`src/rtl/doa_scan_ctrl.sv`:
```
// doa_scan_ctrl: latches one 4-channel IQ snapshot, sweeps the steering ROM over
// a configured angle range and reports the peak-power angle index and its power.
module doa_scan_ctrl #(
    parameter int WORD_LENGTH_IN  = 16,
    parameter int ADDR_WIDTH      = 8,
    parameter int N_ANGLES        = 181,
    parameter int WORD_LENGTH_POW = 80
) (
    input  logic                        clk,
    input  logic                        rst_n,
    input  logic                        in_valid,
    output logic                        in_ready,
    input  logic [4*WORD_LENGTH_IN-1:0] in_I_x,
    input  logic [4*WORD_LENGTH_IN-1:0] in_Q_x,
    input  logic [ADDR_WIDTH-1:0]       cfg_first,
    input  logic [ADDR_WIDTH-1:0]       cfg_last,
    output logic [4*WORD_LENGTH_IN-1:0] pu_I_x,
    output logic [4*WORD_LENGTH_IN-1:0] pu_Q_x,
    output logic [ADDR_WIDTH-1:0]       rom_addr,
    input  logic [WORD_LENGTH_POW-1:0]  pu_power,
    output logic                        busy,
    output logic                        out_valid,
    input  logic                        out_ready,
    output logic [ADDR_WIDTH-1:0]       out_idx,
    output logic [WORD_LENGTH_POW-1:0]  out_power,
    output logic                        out_err
);
    typedef enum logic [1:0] {IDLE, SCAN, DONE} state_t;

    state_t                      state_q;
    logic [ADDR_WIDTH-1:0]       last_q, rom_addr_q, tag_q, idx_q;
    logic [WORD_LENGTH_POW-1:0]  max_q;
    logic [4*WORD_LENGTH_IN-1:0] pu_I_q, pu_Q_q;
    logic                        issue_q, tag_v_q, cmp_first_q, err_pend_q;
    logic                        in_ready_q, busy_q, out_valid_q, out_err_q;
    logic                        cfg_bad, take;

    assign cfg_bad = (cfg_first > cfg_last) || (int'(cfg_last) >= N_ANGLES);
    assign take    = cmp_first_q || (pu_power > max_q);

    // A bad config still spends one cycle in SCAN so its result shares the n+1 latency shape with n=0.
    always_ff @(posedge clk or negedge rst_n) begin
        if (!rst_n) begin
            state_q     <= IDLE;
            last_q      <= '0;
            rom_addr_q  <= '0;
            tag_q       <= '0;
            idx_q       <= '0;
            max_q       <= '0;
            pu_I_q      <= '0;
            pu_Q_q      <= '0;
            issue_q     <= 1'b0;
            tag_v_q     <= 1'b0;
            cmp_first_q <= 1'b0;
            err_pend_q  <= 1'b0;
            in_ready_q  <= 1'b1;
            busy_q      <= 1'b0;
            out_valid_q <= 1'b0;
            out_err_q   <= 1'b0;
        end else begin
            tag_q   <= rom_addr_q;
            tag_v_q <= issue_q;
            case (state_q)
                IDLE: if (in_valid) begin
                    pu_I_q      <= in_I_x;
                    pu_Q_q      <= in_Q_x;
                    last_q      <= cfg_last;
                    max_q       <= '0;
                    idx_q       <= cfg_first;
                    cmp_first_q <= 1'b1;
                    err_pend_q  <= cfg_bad;
                    issue_q     <= !cfg_bad;
                    if (!cfg_bad) rom_addr_q <= cfg_first;
                    in_ready_q  <= 1'b0;
                    busy_q      <= 1'b1;
                    state_q     <= SCAN;
                end
                SCAN: begin
                    if (issue_q) begin
                        if (rom_addr_q == last_q) issue_q <= 1'b0;
                        else rom_addr_q <= rom_addr_q + ADDR_WIDTH'(1);
                    end
                    if (err_pend_q) begin
                        out_valid_q <= 1'b1;
                        out_err_q   <= 1'b1;
                        state_q     <= DONE;
                    end else if (tag_v_q) begin
                        if (take) begin
                            max_q <= pu_power;
                            idx_q <= tag_q;
                        end
                        cmp_first_q <= 1'b0;
                        if (tag_q == last_q) begin
                            out_valid_q <= 1'b1;
                            state_q     <= DONE;
                        end
                    end
                end
                DONE: if (out_ready) begin
                    out_valid_q <= 1'b0;
                    out_err_q   <= 1'b0;
                    in_ready_q  <= 1'b1;
                    busy_q      <= 1'b0;
                    state_q     <= IDLE;
                end
                default: state_q <= IDLE;
            endcase
        end
    end

    assign in_ready  = in_ready_q;
    assign busy      = busy_q;
    assign out_valid = out_valid_q;
    assign out_err   = out_err_q;
    assign out_idx   = idx_q;
    assign out_power = max_q;
    assign rom_addr  = rom_addr_q;
    assign pu_I_x    = pu_I_q;
    assign pu_Q_x    = pu_Q_q;
endmodule

```
`config.mk`:
```
export PLATFORM = sky130hd
export DESIGN_NAME = doa_scan_ctrl
export DESIGN_NICKNAME = d
export VERILOG_FILES = /design/src/rtl/doa_scan_ctrl.sv
export SDC_FILE = /design/constraint.sdc
export NUM_CORES = 1
export LEC_CHECK = 0
export CORE_MARGIN = 8
export CORE_UTILIZATION = 25
export DETAILED_ROUTE_END_ITERATION = 7
export PLACE_DENSITY = 0.53
export SLEW_MARGIN = 30
export SYNTH_ARGS = -nofsm -noshare
export SYNTH_HDL_FRONTEND = slang
export SYNTH_SLANG_ARGS = --single-unit
```
`constraint.sdc`:
```
create_clock -name clk -period 3.49 [get_ports clk]
set_input_delay 0.698 -clock clk [delete_from_list [all_inputs] [get_ports clk]]
set_output_delay 0.698 -clock clk [all_outputs]
set_load 0.005 [all_outputs]
```
==> impl_results.md, run 1 <==
- Initial DRC Count: 481
- Yosys cell types: 42
- PortBufs: 455
- Total I/O pin count: roughly 460
- Max-slew headroom: 52.56%
- Gr usage total: about 15%
- Fraction of layout cells with a size suffix above 1: about 18%
- Clk sink count: 250
- Leading cell type in the layout, fill and taps excluded: clkdlybuf4s50_1
- CP required: 3.89 ns
- Area of placed instances: approximately 17000 um2
- Clock Pin Slew Worst Setup and Hold Paths: about 0.05 ns
- Via count: 9460
- Layout net count: roughly 1800
- Total chip power: around 16 mW
- CTS tree: done
- Post-DP HPWL: 32160 um
- Routed wire length: 41180 um
- Worst hold slack: roughly 0.073 ns
- Avg Synthesized Cell Area: 12.24 um2
- DRC: 0
- Die width: ~230 um
- Largest net degree at the start of global routing: 103
- Synth Area in Simple Gates: 5.199%
- First-pass GRT wire length: 62770 um
- Area Growth Syn to Fin: 61.59%
- CP max stage cell: or4_4
- Synth Area in Adders: 9.540%
- # setup viols final: 0
- Max-cap violations: 0
- Most frequent cells in the layout: clkdlybuf4s50_1, dfrtp_1, mux2_2
- Drt pass-1 iters: 4
- Ranking of synthesized cells by area: dfrtp_1, mux2_2, ha_1
- Xor/xnor share of the synthesized area: 1.201%
- Critical Path Fanout Max: 11
- GPL Wtd Cong: 0.7964
- Critical Path Max Stage Delay: around 0.54 ns
- Initial Utilization: 25.18%
- Outcome: completed
- Worst Setup End Kind: register
- Least-Margin Pin Slew: 0.7115 ns
- Largest family of logic cells by synthesized area: multiplexers
- Synth Area in Compound Gates: a little under an eighth
- Post-Syn Area: 11670 um2
- # rows: slightly below 80
- Arr. time, crit path: 3.81 ns
- H-tree levels: 2
- Peak supply drop: 0.0005021 V
- Fin crit period: 3.411 ns
- CTS buffer count: 34
- Largest area contributor in the netlist: dfrtp_1
- Final Max Slew Viols: 0
- Seq/Total Area, Yosys: 53.61%
- Routed Antenna Nets: 0
- Die area: ~54000 um2
- Syn Nets: 1271
- Vias per inst: 4.490
- CP Launch Type: primary input
- Core area: ~46000 um2
- Number of global-route vias before repair: 10320
- Hold Path Class: in2async
- Clk buf depth: 3
- Crit share post-route: between 90% and 100%
- Initial antenna violation count: 6
- Synth Instances: 954
- Post-synthesis mux area share: 13.89%
- Yosys warns: 0
- WL per Instance: 19.55 um
- Root Buffer: clkbuf_16
- Crit Path Category: in2reg
- Clock Skew: 0.01706 ns
- Maximum clock rate: 0.2931 GHz
- Die Y: 232.1 um
- Worst path cell trace: clkdlybuf4s50_1, ha_1, nand4_1, or4_4, nand3b_1, or3_1, o31ai_2, a221oi_2, o21ai_4, buf_4, buf_12, mux2_1
- Top-area cell type share of the netlist area: 53.38%
- PD cells: approximately 820 nW/um2
- Gr ovfl total: 0
- Leak: roughly 8 nW
- Seq cells post-synth: 250
- Worst-Skew Late Latency: around 0.52 ns
- Final instance area: 18860 um2
- Final Hold Viols: 0
-- sequential cells by signal, summed over array words and instances (netlist names) --
signal       count
busy             1
cmp_first_q      1
err_pend_q       1
in_ready         1
issue_q          1
last_q           8
out_err          1
out_idx          8
out_power       80
out_valid        1
pu_I_x          64
pu_Q_x          64
rom_addr         8
state_q          2
tag_q            8
tag_v_q          1
-- layout make-up --
cell class                      count  area, um2
Inverter                           97      364.1
Timing Repair Buffer              523       5301
Clock inverter                      9      163.9
Tap cell                          607      759.5
Clock buffer                       49       1008
Sequential cell                   250       6257
Fill cell                        4445      27500
Multi-Input combinational cell    570       5002
Antenna cell                        2      5.005
-- where the power goes --
group	total, mW	switching [mW]	internal [mW]
Clock	3.62	1.32	2.30
Sequential	5.12	0.916	4.20
Combinational	6.82	2.64	4.18
-- path summary, 6_finish.rpt --
path	startpoint	end	slack (ns)	cells after the start
max	pu_power[70]	out_idx[7]	0.08	12
min	rst_n	out_power[26]	0.07	1
max reg2reg	out_power[78]	out_idx[7]	0.30	12
min reg2reg	issue_q	tag_v_q	0.41	0
max in group asynchronous	rst_n	tag_q[3]	2.57	3
min in group clk	issue_q	tag_v_q	0.41	0
-- Yosys cell counts --
master and count:
dfrtp_1 249, mux2_2 136, inv_1 97, ha_1 89
a22o_1 82, nand2_1 57, a21oi_1 54, o21ai_0 25
clkbuf_1 22, nand4_1 20, xor2_1 12, buf_2 11
nand3_1 11, a21o_1 8, mux2_1 8, nor2_1 8
nand2b_1 7, a221oi_1 6, nor4_1 6, nor2b_1 5
o31ai_1 4, xnor2_1 4, buf_6 3, o21a_1 3
o21bai_1 3, o22ai_1 3, or4_1 3, a31oi_1 2
and3_1 2, nand3b_1 2, a2111o_1 1, a2111oi_0 1
a211oi_1 1, a2bb2oi_1 1, and4_1 1, buf_1 1
dfstp_2 1, nor3_1 1, o211ai_1 1, o21ai_2 1
o22a_1 1, or3_1 1
-- metal layers --
| layer | routed length (um) | global-route usage (%) | up-vias |
|---|---|---|---|
| met1 | 16410 | 17.69 | 4573 |
| met5 | 45 | 0 | - |
| li1 | - | - | 4478 |
| met4 | 935 | 5.253 | 6 |
| met2 | 19810 | 24.51 | 348 |
| met3 | 3991 | 6.096 | 55 |
-- metrics by stage --
stage | util (%) | std cells | setup TNS, ns | setup WS, ns
6_report | 40.69 | 2107 | 0 | 0.07851
5_1_grt | 40.68 | 2106 | -0.003511 | -0.003511
4_1_cts | 40.40 | 2104 | 0 | 0.0003109
3_5_place_dp | 37.65 | 2041 | -52.73 | -0.6945
3_3_place_gp | 37.65 | 2041 | -51.92 | -0.6627
2_1_floorplan | - | 954 | 0 | 0.2829
-- repair_timing --
action	4_1_cts	5_1_grt
pin swaps	4	10
setup endpoints to repair	53	87
resized for setup	5	18
hold buffers	0	0
cloned	2	0
buffers inserted	3	0
-- worst max-delay path: cells and delay by family --
family | cells | cell delay, ns
buffers and inverters | 3 | 0.72
adders and majority gates | 1 | 0.31
AOI/OAI and AO/OA | 3 | 0.39
muxes | 1 | 0.32
and+or+nand+nor | 4 | 1.37
-- cells by family after synthesis --
kind of cell             Yosys count
flip-flops                       250
AO/OA/AOI/OAI                    197
multiplexers                     144
buffers and inverters            134
AND/OR/NAND/NOR                  124
adder cells (fa/ha/maj)           89
XOR/XNOR                          16
Note: power is estimated with default switching activity, not from simulation.
==> run 2, diff against run 1 <==
--- a/config.mk
+++ b/config.mk
@@ -5,9 +5,11 @@
 export SDC_FILE = /design/constraint.sdc
 export NUM_CORES = 1
 export LEC_CHECK = 0
+export CAP_MARGIN = 20
 export CORE_MARGIN = 8
 export CORE_UTILIZATION = 25
 export DETAILED_ROUTE_END_ITERATION = 7
+export HOLD_SLACK_MARGIN = 0.08
 export PLACE_DENSITY = 0.53
 export SLEW_MARGIN = 30
 export SYNTH_ARGS = -nofsm -noshare
==> run 2 against run 1 <==
Against the previous run: final cell count is essentially flat; via count is essentially flat; sequential share of layout area is essentially flat; count of clock-buffer cells in the layout is the same; core utilization is essentially flat; global-route usage is the same; first-iteration DRC count grew 2.3%; critical path depth is the same; final area is essentially flat; die area is the same; worst hold slack gained 0.34 ns; sequential cell count is the same.
==> impl_results.md, run 2 (synthesis gave the netlist of run 1 again) <==
- Least-Margin Pin Slew: 0.7141 ns (was 0.7115 ns)
- Layout net count: 1794 (was 1793)
- Largest net degree at the start of global routing: 103 (unchanged)
- PD cells: 824.5 nW/um2 (was 824.8 nW/um2)
- Area Growth Syn to Fin: 61.70% (was 61.59%)
- Worst R2R Setup Slack: 0.34 ns (was 0.30 ns)
- First-pass GRT wire length: 62770 um (unchanged)
- Final WS setup: 0.1127 ns (was 0.07851 ns)
- Initial DRC Count: 492 (was 481)
- Crit share post-route: 96.77% (was 97.75%)
- Gr usage total: 15.01% (unchanged)
- Post-DP HPWL: 32160 um (unchanged)
- Initial antenna violation count: 6 (unchanged)
- Most frequent cells in the layout: clkdlybuf4s50_1, dfrtp_1, mux2_2 (unchanged)
- Fillers: 4443 (was 4445)
- GPL Wtd Cong: 0.7964 (unchanged)
- Maximum clock rate: 0.2961 GHz (was 0.2931 GHz)
- Clk sink count: 250 (unchanged)
- Max-cap violations: 0 (unchanged)
- PortBufs: 455 (unchanged)
- H-tree levels: 2 (unchanged)
- Fin crit period: 3.377 ns (was 3.411 ns)
- CP required: 3.89 ns (about the same)
- Final Hold Viols: 0 (unchanged)
- Worst-Skew Late Latency: 0.52 ns (about the same)
- Via count: 9456 (was 9460)
- Worst Setup End Kind: register (unchanged)
- WL met3: 3854 um (was 3991 um)
- Gr ovfl total: 0 (unchanged)
- Met2 WL: 19790 um (was 19810 um)
- Die Y: 232.1 um (unchanged)
- Clock Skew: 0.01766 ns (was 0.01706 ns)
- Routed wire length: 41210 um (was 41180 um)
- Drt pass-1 iters: 4 (unchanged)
- Clock Pin Slew Worst Setup and Hold Paths: 0.06 ns (was 0.05 ns)
- Fin Setup TNS: 0 ns (unchanged)
- Routed Antenna Nets: 0 (unchanged)
- Peak supply drop: 0.0005021 V (about the same)
- Outcome: completed (unchanged)
- Total I/O pin count: 456 (unchanged)
- # setup viols final: 0 (unchanged)
- Max-slew headroom: 52.40% (was 52.56%)
- Footprint of the multi-input gates: 5002 um2 (unchanged)
- Max FFs per register: 80 (unchanged)
- Wl on met1: 16560 um (was 16410 um)
- Core area: 46360 um2 (unchanged)
- Reg power frac: 32.9% (about the same)
- Hold Path Class: reg2reg (was in2async)
- # rows: 79 (unchanged)
- Area occupied by registers: 6257 um2 (unchanged)
- Combinational power share: 43.8% (about the same)
- P_int: 10.68 mW (about the same)
- Final Max Slew Viols: 0 (unchanged)
- Leading cell type in the layout, fill and taps excluded: clkdlybuf4s50_1 (unchanged)
- CTS tree: done (unchanged)
- Final core utilization: 40.71% (was 40.69%)
- Root Buffer: clkbuf_16 (unchanged)
- Worst slack, placed: -0.6945 ns (unchanged)
- Critical Path Fanout Max: 11 (unchanged)
- Leak: 7.988 nW (was 7.984 nW)
- Die area: 53860 um2 (unchanged)
- Crit Path Category: in2reg (unchanged)
- Clk buf depth: 3 (unchanged)
- Clock power share: 23.3% (about the same)
- Fraction of layout cells with a size suffix above 1: 18.21% (was 18.22%)
- CTS buffer count: 34 (unchanged)
- NetSw: 4.883 mW (was 4.877 mW)
- CP Launch Type: primary input (unchanged)
- Initial Utilization: 25.18% (unchanged)
- Die width: 232.1 um (unchanged)
- WL per Instance: 19.54 um (was 19.55 um)
- Arr. time, crit path: 3.77 ns (was 3.81 ns)
- Vias per inst: 4.484 (was 4.490)
- DRC: 0 (unchanged)
- Top sig layer: met5 (unchanged)
- Net Sw Frac: 31.37% (was 31.35%)
- Number of global-route vias before repair: 10320 (unchanged)
-- run 2: changes by cell type in the layout (fill, tap and decap cells not counted) --
cell           before  now
dlygate4sd3_1       0    1
diode_2             2    3
-- run 2: repair_timing --
action                                  4_1_cts  5_1_grt
gates cloned                                  2        0
hold buffers                                  0        1
resized for setup                             5       18
hold endpoints to repair                      0       17
setup buffers                                 3        0
endpoints found under the setup margin       53       87
pin swaps                                     4       10
-- run 2: cell type report --
class                           count  share of cell area [%]
Timing Repair Buffer              524                   28.14
Multi-Input combinational cell    570                   26.50
Tap cell                          607                   4.024
Sequential cell                   250                   33.15
Clock buffer                       49                   5.343
Antenna cell                        3                 0.03977
Clock inverter                      9                  0.8684
Inverter                           97                   1.929
-- run 2: path summary, 6_finish.rpt --
check	start	endpoint	depth (start not counted)
hold / removal	issue_q	tag_v_q	0
hold reg to reg	issue_q	tag_v_q	0
max in group asynchronous	rst_n	tag_q[3]	4
setup reg to reg	out_power[69]	out_idx[7]	12
min in group asynchronous	rst_n	out_power[26]	2
setup / recovery	pu_power[70]	out_idx[7]	12
-- run 2: routing by layer --
layer  global-route usage (%)  vias up
met5                        0        -
met4                    5.253        6
met3                    6.096       57
met2                    24.51      337
met1                    17.69     4575
li1                         -     4481
-- run 2: power by group through the flow --
stage,Sequential [mW],Combinational (mW),Clock [mW]
3_3_place_gp,5.12,6.68,0
5_1_grt,5.33,7.46,3.87
3_5_place_dp,5.16,6.70,0
4_1_cts,5.13,6.92,3.76
6_report,5.12,6.82,3.62
2_1_floorplan,5.08,2.75,0
-- run 2: worst max-delay path, stage by stage --
cell             delay [ns]
clkdlybuf4s50_1        0.44
ha_1                   0.31
nand4_1                0.19
or4_4                  0.54
nand3b_1               0.25
or3_1                  0.35
o31ai_2                0.09
a221oi_2               0.13
o21ai_4                0.17
buf_4                  0.15
buf_12                 0.13
mux2_1                 0.32
-- run 2: per-stage QoR --
stage	power [mW]	hold WS, ns	area (um2)	instances
5_1_grt	16.66	0.4455	18870	2107
3_5_place_dp	11.86	0.3985	17450	2041
4_1_cts	15.82	0.2506	18730	2104
6_report	15.56	0.4124	18870	2109
3_3_place_gp	11.80	0.3919	17450	2041
2_1_floorplan	7.834	0.3735	11670	954
==> run 3, diff against run 2 <==
--- a/config.mk
+++ b/config.mk
@@ -6,11 +6,10 @@
 export NUM_CORES = 1
 export LEC_CHECK = 0
 export CAP_MARGIN = 20
-export CORE_MARGIN = 8
+export CORE_MARGIN = 2
 export CORE_UTILIZATION = 25
 export DETAILED_ROUTE_END_ITERATION = 7
 export HOLD_SLACK_MARGIN = 0.08
-export PLACE_DENSITY = 0.53
 export SLEW_MARGIN = 30
 export SYNTH_ARGS = -nofsm -noshare
 export SYNTH_HDL_FRONTEND = slang
==> run 3 against run 2 <==
Against the previous run: critical path depth rose by 1; count of clock-buffer cells in the layout decreased by 1; first-iteration DRC count shrank 24%; final area is 0.47% lower; power decreased by 2.1%; clock power decreased by 12%; clock skew fell by 0.0084 ns; sequential cell count unchanged; core utilization down 0.19 points; via count up 0.68%; sequential power grew 0.8%; register-to-register slack lost 0.15 ns.
==> impl_results.md, run 3 (synthesis gave the netlist of run 1 again) <==
- Largest net degree at the start of global routing: 90 (was 103)
- Max-cap violations: 0 (unchanged)
- Via count: 9520 (was 9456)
- WL per Instance: 18.19 um (was 19.54 um)
- Critical Path Fanout Max: 7 (was 11)
- Drt pass-1 iters: 4 (unchanged)
- N_diodes: 0 (was 3)
- Total chip power: 15.23 mW (was 15.56 mW)
- Initial DRC Count: 375 (was 492)
- Routed wire length: 38430 um (was 41210 um)
- Clock Skew: 0.009293 ns (was 0.01766 ns)
- Maximum clock rate: 0.2906 GHz (was 0.2961 GHz)
- Worst reg2reg path depth: 13 (was 12)
- CTS tree: done (unchanged)
- Final Hold Viols: 0 (unchanged)
- Arr. time, crit path: 3.88 ns (was 3.77 ns)
- Crit Path Category: in2reg (unchanged)
- Max-slew headroom: 50.18% (was 52.40%)
- Crit share post-route: 98.60% (was 96.77%)
- DRC: 0 (unchanged)
- Initial Utilization: 25.18% (unchanged)
- CP required: 3.93 ns (was 3.89 ns)
- PortBufs: 455 (unchanged)
- Crit path buf inv count: 4 (was 3)
- Die area: 48440 um2 (was 53860 um2)
- PD cells: 810.7 nW/um2 (was 824.5 nW/um2)
- Worst Setup End Kind: register (unchanged)
- R2r endpoint: out_idx[7] (unchanged)
- Least-Margin Pin Slew: 0.7474 ns (was 0.7141 ns)
- Fin crit period: 3.441 ns (was 3.377 ns)
- Final Max Slew Viols: 0 (unchanged)
- Most frequent cells in the layout: clkdlybuf4s50_1, dfrtp_1, mux2_2 (unchanged)
- First-pass GRT wire length: 57620 um (was 62770 um)
- Routed Antenna Nets: 0 (unchanged)
- Area Growth Syn to Fin: 60.94% (was 61.70%)
- Critical Path Max Stage Delay: 0.48 ns (was 0.54 ns)
- Leak: 7.944 nW (was 7.988 nW)
- Reg2reg start: out_power[78] (was out_power[69])
- GPL Wtd Cong: 0.8024 (was 0.7964)
- Peak supply drop: 0.0004864 V (was 0.0005021 V)
- Post-CTS Hold Fix Bufs: 0 (unchanged)
- H-tree levels: 1 (was 2)
- Clk sink count: 250 (unchanged)
- CP top delay family: simple AND/OR/NAND/NOR gates (unchanged)
- Fillers: 4484 (was 4443)
- Worst slack, placed: -0.7406 ns (was -0.6945 ns)
- Gr usage total: 15.25% (was 15.01%)
- Hold Path Class: in2async (was reg2reg)
- Root Buffer: clkbuf_16 (unchanged)
- RSZ-0062 raised after global routing: yes
- Leading cell type in the layout, fill and taps excluded: clkdlybuf4s50_1 (unchanged)
- # setup viols final: 0 (unchanged)
- Total I/O pin count: 456 (unchanged)
- Gr ovfl total: 0 (unchanged)
- # rows: 79 (unchanged)
- Final WS setup: 0.04873 ns (was 0.1127 ns)
- Layout net count: 1802 (was 1794)
- Core area: 46360 um2 (unchanged)
- CP max stage cell: or4_4 (unchanged)
- Clk buf depth: 3 (unchanged)
- CP Launch Type: primary input (unchanged)
- Worst R2R Setup Slack: 0.19 ns (was 0.34 ns)
- Worst path cell trace: clkdlybuf4s50_1, ha_1, nand4_1, or4_4, nand2b_4, or3_4, o31ai_4, a221oi_2, buf_4, o21ai_4, buf_6, buf_12, mux2_1 (was clkdlybuf4s50_1, ha_1, nand4_1, or4_4, nand3b_1, or3_1, o31ai_2, a221oi_2, o21ai_4, buf_4, buf_12, mux2_1)
- Die Y: 220.1 um (was 232.1 um)
- Max FFs per register: 80 (unchanged)
- CTS buffer count: 30 (was 34)
- Worst-Skew Late Latency: 0.56 ns (was 0.52 ns)
- Clock Pin Slew Worst Setup and Hold Paths: 0.05 ns (was 0.06 ns)
- Fraction of layout cells with a size suffix above 1: 18.79% (was 18.21%)
- Initial antenna violation count: 0 (was 6)
- Vias per inst: 4.505 (was 4.484)
- Outcome: completed (unchanged)
- Die width: 220.1 um (was 232.1 um)
- Post-DP HPWL: 29730 um (was 32160 um)
- Number of global-route vias before repair: 10070 (was 10320)
-- run 3: power by group --
group	switching [mW]	internal (mW)
Sequential	0.964	4.20
Combinational	2.62	4.26
Clock	1.23	1.95
-- run 3: cell type report --
type | count | area, um2 | area share (%)
clock buffer | 48 | 929.6 | 4.949
clock inverter | 5 | 81.33 | 0.4329
inverter | 97 | 364.1 | 1.938
multi-input combinational | 570 | 5034 | 26.80
sequential | 250 | 6257 | 33.31
tap | 607 | 759.5 | 4.043
timing repair buffer | 536 | 5360 | 28.53
-- run 3: stage by stage --
step / hold slack [ns] / utilization, % / TNS (ns) / cells / instance area, um2
after CTS: 0.1713 / 40.33 / -0.1137 / 2111 / 18690
final: 0.1704 / 40.52 / 0 / 2113 / 18790
after floorplan: 0.3735 / - / 0 / 954 / 11670
after detailed placement: 0.3908 / 37.84 / -60.31 / 2053 / 17540
after global routing: 0.2056 / 40.52 / -0.1522 / 2113 / 18790
after global placement: 0.3887 / 37.84 / -58.80 / 2053 / 17540
-- run 3: timing repair --
item,in CTS,in global routing
setup endpoints to repair,85,87
gates cloned,1,1
gates resized for setup,17,15
setup buffers,4,2
pin swaps,9,16
-- run 3: worst max path at each step --
stage            startpoint         end  depth (start not counted)  slack, ns
2_1_floorplan  pu_power[78]  out_idx[0]                         10       0.28
3_3_place_gp   pu_power[46]  out_idx[4]                         12      -0.72
3_5_place_dp   pu_power[45]  out_idx[7]                         12      -0.74
4_1_cts        pu_power[47]  out_idx[1]                         12      -0.03
5_1_grt        pu_power[35]  out_idx[7]                         13      -0.03
6_report       pu_power[45]  out_idx[7]                         13       0.05
-- run 3: worst reg2reg max path: cells and delay by family (launching register included) --
kind | cells | cell delay, ns
multiplexers | 1 | 0.33
buffers and inverters | 4 | 0.46
adder cells (fa/ha/maj) | 1 | 0.30
AO/OA/AOI/OAI | 3 | 0.38
flip-flops | 1 | 0.37
AND/OR/NAND/NOR | 4 | 1.34
-- run 3: routing by layer --
layer / GRT usage, % / routed length (um) / share of wire, %
met3: 5.935 / 3857 / 10
met2: 25.19 / 18280 / 48
met1: 18.64 / 15560 / 41
met4: 3.736 / 724 / 1.9
met5: 0 / 0 / 0
